### src/rtl/scoreboard_checker_sb_fifo.sv
// Expected-value FIFO: synchronous write, combinational head read, occupancy counter
// for full/empty so the pointers can wrap freely.
module sb_fifo #(
  parameter int unsigned DATAWIDTH = 32,
  parameter int unsigned DEPTH     = 8
) (
  input  logic                         clk,
  input  logic                         rst,
  input  logic                         push,
  input  logic                         pop,
  input  logic [DATAWIDTH-1:0]         din,
  output logic [DATAWIDTH-1:0]         dout,
  output logic                         full,
  output logic                         empty,
  output logic [$clog2(DEPTH+1)-1:0]   count
);
  localparam int unsigned AW = $clog2(DEPTH);
  localparam int unsigned CW = $clog2(DEPTH+1);

  logic [AW-1:0]        wr_ptr_q, wr_ptr_d;
  logic [AW-1:0]        rd_ptr_q, rd_ptr_d;
  logic [CW-1:0]        count_q, count_d;
  logic [DATAWIDTH-1:0] mem_q [DEPTH];
  logic                 do_push, do_pop;

  assign full    = (count_q == CW'(DEPTH));
  assign empty   = (count_q == '0);
  assign count   = count_q;
  assign dout    = mem_q[rd_ptr_q];
  // A push into a full FIFO is accepted only when the head leaves in the same cycle.
  assign do_pop  = pop & ~empty;
  assign do_push = push & (~full | do_pop);

  always_comb begin
    wr_ptr_d = wr_ptr_q;
    rd_ptr_d = rd_ptr_q;
    count_d  = count_q;
    if (do_push) wr_ptr_d = wr_ptr_q + AW'(1);
    if (do_pop)  rd_ptr_d = rd_ptr_q + AW'(1);
    case ({do_push, do_pop})
      2'b10:   count_d = count_q + CW'(1);
      2'b01:   count_d = count_q - CW'(1);
      default: count_d = count_q;
    endcase
  end

  always_ff @(posedge clk) begin
    if (rst) begin
      wr_ptr_q <= '0;
      rd_ptr_q <= '0;
      count_q  <= '0;
    end else begin
      wr_ptr_q <= wr_ptr_d;
      rd_ptr_q <= rd_ptr_d;
      count_q  <= count_d;
    end
  end

  always_ff @(posedge clk) begin
    if (!rst && do_push) mem_q[wr_ptr_q] <= din;
  end

endmodule

### config.mk
export PLATFORM = sky130hd
export DESIGN_NAME = sb_fifo
export DESIGN_NICKNAME = d
export VERILOG_FILES = /design/src/rtl/scoreboard_checker_sb_fifo.sv
export SDC_FILE = /design/constraint.sdc
export NUM_CORES = 1
export LEC_CHECK = 0
export ABC_AREA = 1
export CAP_MARGIN = 15
export CELL_PAD_IN_SITES_DETAIL_PLACEMENT = 0
export CELL_PAD_IN_SITES_GLOBAL_PLACEMENT = 1
export CORE_UTILIZATION = 44
export DETAILED_ROUTE_END_ITERATION = 16
export MAX_ROUTING_LAYER = met4
export PLACE_DENSITY_LB_ADDON = 0.2
export SETUP_SLACK_MARGIN = 0.05
export SYNTH_ARGS = -nofsm -noshare
export SYNTH_HDL_FRONTEND = slang
export SYNTH_SLANG_ARGS = --single-unit
### constraint.sdc
create_clock -name clk -period 3.9 [get_ports clk]
set_clock_uncertainty 0.2 [all_clocks]
set_input_delay 0.39 -clock clk [delete_from_list [all_inputs] [get_ports clk]]
set_output_delay 0.39 -clock clk [all_outputs]
set_load 0.05 [all_outputs]
==> results by group, run 1 <==
Yosys
  – Distinct cells, synth: 27
  – Xor/xnor share of the synthesized area: 0.166%
  – Post-synthesis mux area share: 6.07%
  – Synth Register Bits: 269
  – Synthesized instance count: 748
  – Simple-gate share of the synthesized area: 7.42%
  – Syn. warnings: 0
  – Main combinational cell family by area after synthesis: compound AO/OA/AOI/OAI gates
  – Post-Syn Area per Cell: ~14 µm²
  – Register area share after synthesis: 75.3%
  – Compound-Gate Fraction of Synth Area: 7.61%
  – Syn_nets: ~790
  – Post-synthesis cell area: 10,600 µm²
  – Adder-Cell Fraction of Synth Area: 0.664%

Layout
  – Commonest non-fill, non-tap cells in the layout: 256 x edfxtp_1, 115 x nand2_1, 74 x nor2_1
  – Total Nets Final: approximately 870
  – Commonest non-fill, non-tap cell in the layout: edfxtp_1
  – Diode count: 0
  – Syn-to-layout area delta: 17.9%
  – Fin area: around 12,000 µm²
  – Share of cells above drive strength 1: 11.9%
  – Post-Layout Cell Count: 1,169
  – Fin util: 53.0%

Worst setup path
  – Arr. time, crit path: 2570 ps
  – R2R cell count: 7
  – CP Capture Type: output pin
  – Critical Path RT: roughly 3300 ps
  – Critical path, cell by cell: inv_2 -> buf_4 -> nor2_1 -> o22ai_1 -> nand2_1 -> nand2_1 -> buf_4
  – CP Max Fanout: 33
  – Worst stage delay on the critical path: about 540 ps
  – CP Class: flop to output pin
  – Startpoint Class: flop
  – Worst reg2reg path startpoint: count[1]
  – Crit path max-delay cell type: inv_2
  – R2r endpoint: mem_q[3][25]
  – Reg2reg setup slack: 1340 ps

Power and ir drop
  – Max VDD drop: 0.464 mV
  – Total power: 7940 µW
  – Power density cells: 638 nW/µm²
  – Lkg Pwr: 0.00425 µW

Clock tree
  – Post-CTS Hold Fix Bufs: 0
  – Cells resized by post-CTS repair: 0
  – H-tree level count: 1
  – TritonCTS clock tree: built
  – Clock sinks: 269
  – TritonCTS Buffers: 28
  – Clk slew on worst S/H paths: ~60 ps
  – Setup Buffers After CTS: 0
  – Root buf cell: clkbuf_16
  – Longest Clk Path Bufs: 3
  – Later-pin clock latency in the skew report: 520 ps

STA
  – Final Slew Violations: 0
  – Final Hold Viols: 0
  – Fmax: 0.317 GHz
  – Setup violations, final: 0
  – Tightest Pin Transition: 746 ps
  – Tightest hold margin: 261 ps
  – Minimum clock period after layout: 3160 ps
  – RSZ-0062 raised after global routing: no
  – Max-Slew Margin vs Limit: about half
  – Tcrit/Tclk final: approximately four fifths

Floorplan
  – # IOs: 74
  – Die W: roughly 160 µm
  – Row count: 56
  – Die Y: between 150 and 200 µm
  – Initial core utilization: 45.0%
  – Core Region: 23,500 µm²
  – Die area: 24,600 µm²

Worst hold path
  – Worst hold path startpoint: rst
  – HP Class: input pin to flop
  – Hold Path Depth: 2
  – Worst Hold End: count[2]

GRT
  – Grt met3 use: 2.56%
  – GRT overflow: 0
  – GRT Resource Usage Total: 18.2%
  – Initial antenna violation count: 0
  – Pin count of the biggest net entering global routing: 129
  – Met2 Use GR: 29.9%
  – Met1 Track Usage GR: 24.0%
  – Most Crowded Layer GR: met2
  – Global-route wire length before repair: roughly 33,000 µm
  – Vias in the first global route: 6,119

Place
  – Dpl hpwl: 12,100 µm
  – Input/output buffers: 73
  – RD Place Congestion: 0.747
  – Placed insts: roughly 1,100
  – Placed Area: 11,600 µm²

Detailed routing
  – Starting DRT DRC Count: around 430
  – Antenna Nets Post-Route: 0
  – Detailed-route via count: about 6,200
  – Routed WL per cell: 18.2 µm
  – Final wirelength: 21,300 µm
  – Pre-antenna DRT Iters: 5
  – Remaining DRCs: 0
  – Vias per cell: 5.28

Run
  – Max-cap viol count: 0

Status
  – Outcome: finished, final reports clean
-- state kept, by name (all words and copies together), names as in the netlist, named ones only --
signal,flops
mem_q,256
count,4
rd_ptr_q,3
wr_ptr_q,3
-- critical path, delay by kind of cell (launching register included) --
family / cells / cell delay, ps
buf+inv: 3 / 1200
simple gates: 3 / 300
compound gates: 1 / 190
flops: 1 / 350
-- routing by layer --
metal  up-vias  part of all wire (%)
met5         -                     0
met4         0                   1.4
met3        26                   3.6
met2       112                    49
met1      3098                    46
li1       2932                     -
-- synth_stat cells --
| cell type | count | area, µm² |
|---|---|---|
| inv_1 | 17 | 63.8 |
| buf_1 | 5 | 18.8 |
| nor2_1 | 78 | 293 |
| o21ai_0 | 69 | 345 |
| mux2i_1 | 64 | 641 |
| nand3b_1 | 1 | 7.51 |
| nand4_1 | 1 | 6.26 |
| nor3_1 | 4 | 20.0 |
| a21o_1 | 1 | 7.51 |
| clkbuf_2 | 1 | 5.00 |
| a21oi_1 | 8 | 40.0 |
| fa_1 | 1 | 20.0 |
| clkbuf_1 | 17 | 63.8 |
| xor2_1 | 2 | 17.5 |
| buf_4 | 3 | 22.5 |
| buf_12 | 1 | 20.0 |
| buf_2 | 11 | 55.1 |
| inv_2 | 2 | 7.51 |
| ha_1 | 4 | 50.1 |
| nand3_1 | 5 | 25.0 |
| dfxtp_1 | 13 | 260 |
| clkbuf_4 | 1 | 7.51 |
| edfxtp_1 | 256 | 7690 |
| buf_8 | 2 | 30.0 |
| o21ai_1 | 2 | 10.0 |
| o22ai_1 | 64 | 400 |
| nand2_1 | 115 | 432 |
-- how the worst max path moves through the flow --
stage / cells after the start / slack (ps) / startpoint / end
6_report: 7 / 740 / flop / dout[31]
5_1_grt: 7 / 590 / flop / dout[31]
4_1_cts: 7 / 690 / flop / dout[31]
3_5_place_dp: 8 / 850 / pop / mem_q[3][26]
3_3_place_gp: 8 / 850 / pop / mem_q[3][26]
2_1_floorplan: 6 / -170 / count[1] / mem_q[4][0]
-- logic make-up after synthesis --
group / after synthesis
adder cells (fa/ha/maj): 5
multiplexers: 64
XOR/XNOR: 2
AO/OA/AOI/OAI: 144
flip-flops: 269
AND/OR/NAND/NOR: 204
buffers and inverters: 60
-- power by group --
| group | leakage (µW) | switching (µW) | internal (µW) |
|---|---|---|---|
| sequential | 0.00242 | 90.6 | 3260 |
| combinational | 0.00142 | 1500 | 680 |
| clock | 0.000410 | 1010 | 1410 |
-- cell type report --
| class | count | area, µm² |
|---|---|---|
| well taps | 319 | 399 |
| flip-flops and latches | 269 | 7960 |
| inverters | 19 | 71.3 |
| clock inverters | 15 | 90.1 |
| clock buffers | 34 | 744 |
| fillers | 1923 | 11000 |
| multi-input cells | 419 | 2360 |
| repair buffers | 94 | 821 |
-- through the flow --
step           setup slack (ps)  setup TNS, ps
2_1_floorplan              -171         -21930
3_3_place_gp                853              0
3_5_place_dp                851              0
4_1_cts                     687              0
5_1_grt                     591              0
6_report                    744              0
Note: power is estimated with default switching activity, not from simulation.
==> run 2, diff against run 1 <==
- clock period: 3.9 -> 2.8 ns (I/O delays scaled with it)
==> results by group, run 2 (same netlist as run 1, synthesis figures left out) <==
Status
  – Outcome: finished, final reports clean

GRT
  – Vias in the first global route: ~6,000
  – GRT overflow: 0
  – Most Crowded Layer GR: met2
  – Global-route wire length before repair: 34,600 µm
  – Met1 Track Usage GR: 26.3%
  – Met2 Use GR: 30.4%
  – Initial antenna violation count: 0
  – Pin count of the biggest net entering global routing: 44
  – GRT Resource Usage Total: 19.3%
  – Grt met3 use: 2.95%

Worst setup path
  – Arr. time, crit path: 2170 ps
  – CP Class: flop to output pin
  – Critical path, cell by cell: inv_2 -> buf_12 -> nor2_1 -> o22ai_1 -> nand2_1 -> nand2_1 -> buf_4
  – Startpoint Class: flop
  – Reg2reg setup slack: 590 ps
  – CP Max Fanout: 22
  – Worst stage delay on the critical path: 430 ps
  – Crit path max-delay cell type: dfxtp_4
  – Most frequent CP cell: nand2_1
  – Critical Path RT: 2320 ps
  – CP Capture Type: output pin

Place
  – Dpl hpwl: 13,500 µm
  – Input/output buffers: 73
  – Setup slack at placement: 261 ps
  – RD Place Congestion: 0.786
  – Placed insts: 1,123
  – Placed Area: approximately 12,000 µm²

Layout
  – Total Nets Final: between 800 and 900
  – Largest Register: mem_q
  – Max reg flops: 256
  – Fin area: 12,700 µm²
  – Syn-to-layout area delta: 20.2%
  – Share of cells above drive strength 1: approximately 12%
  – Commonest non-fill, non-tap cell in the layout: edfxtp_1
  – Diode count: 0
  – Fillcell total: roughly 1,900
  – Fin util: a little over half
  – Commonest non-fill, non-tap cells in the layout: 256 x edfxtp_1, 115 x nand2_1, 74 x nor2_1
  – Post-Layout Cell Count: 1,172

Floorplan
  – Core Region: about 23,000 µm²
  – Die area: 24,600 µm²
  – Initial core utilization: 45.0%
  – Die W: between 150 and 200 µm
  – Row count: 56
  – Die Y: 157 µm
  – # IOs: 74

Detailed routing
  – Detailed-route via count: 6,198
  – Vias per cell: 5.29
  – Remaining DRCs: 0
  – Pre-antenna DRT Iters: 5
  – Final wirelength: 22,800 µm
  – Antenna Nets Post-Route: 0
  – Starting DRT DRC Count: 372
  – Routed WL per cell: 19.4 µm

STA
  – Final Hold Viols: 0
  – Tightest Pin Transition: ~500 ps
  – Max-Slew Margin vs Limit: 66.3%
  – Final Slew Violations: 0
  – Minimum clock period after layout: ~2700 ps
  – RSZ-0062 raised after global routing: no
  – Post-route setup slack: roughly 150 ps
  – Tcrit/Tclk final: 94.7%
  – Fmax: 0.377 GHz
  – Setup violations, final: 0
  – Setup TNS: 0 ps

Clock tree
  – Later-pin clock latency in the skew report: ~530 ps
  – Root buf cell: clkbuf_16
  – H-tree level count: 1
  – TritonCTS Buffers: 28
  – Clk slew on worst S/H paths: ~60 ps
  – Clock sinks: 269
  – Longest Clk Path Bufs: 3
  – TritonCTS clock tree: built

Power and ir drop
  – Max VDD drop: 0.608 mV
  – Power density cells: ~900 nW/µm²
  – Lkg Pwr: 0.00433 µW

Worst hold path
  – HP Class: input pin to flop

Run
  – Max-cap viol count: 0
run 2: cell count changes in the layout (fill, tap and decap cells not counted), sizes merged:
| cell | before | now |
|---|---|---|
| clkinv | 13 | 7 |
| buf | 53 | 58 |
| clkbuf | 34 | 38 |
| bufinv | 1 | 2 |
| clkinvlp | 1 | 0 |
run 2: per-stage QoR:
step | hold WS [ps] | power, µW
final | 181 | 11300
after detailed placement | 254 | 7900
after global routing | 193 | 11800
after global placement | 249 | 7850
after floorplan | 149 | 6950
after CTS | 167 | 11400
run 2: final timing paths:
kind,from,endpoint,cells after the start
worst min register to register,rd_ptr_q[2],flop,2
worst max register to register,count[1],mem_q[5][8],7
worst min-delay path,rst,wr_ptr_q[2],2
worst max-delay path,flop,dout[15],7
run 2: what timing repair did:
item / 4_1_cts / 5_1_grt
setup buffers: 2 / 0
cloned: 0 / 1
hold buffers: 0 / 0
pin swaps: 0 / 0
gates resized for setup: 1 / 1
endpoints found under the setup margin: 19 / 2
hold endpoints to repair: 0 / 0
run 2: report_power, final:
group          switching (µW)  total, µW  internal [µW]
Sequential                135       4670           4540
Combinational            2170       3220           1040
Clock                    1390       3440           2050
run 2: area by class of cell:
class / instances / area (µm²) / share of cell area [%]
Timing Repair Buffer: 100 / 1030 / 8.12
Clock inverter: 9 / 87.6 / 0.690
Multi-Input combinational cell: 419 / 2390 / 18.8
Inverter: 19 / 71.3 / 0.562
Sequential cell: 269 / 7960 / 62.7
Clock buffer: 37 / 756 / 5.96
Tap cell: 319 / 399 / 3.15
run 2: per-layer routing:
layer	wire, µm	up-vias	part of all wire, %
li1	-	2950	-
met1	10400	3060	46
met2	10600	156	47
met3	1280	32	5.6
met4	425	0	1.9
met5	0	-	0
run 2: worst max-delay path, delay by kind of cell (launching register included):
kind / cells / cell delay [ps]
buffers and inverters: 3 / 630
DFF: 1 / 430
and+or+nand+nor: 3 / 280
AOI/OAI and AO/OA: 1 / 270
==> run 3, diff against run 2 <==
- CTS_CLUSTER_DIAMETER: not set -> 80
==> results of run 3 <==
Final layout, timing and power as in run 2 (identical DEF).
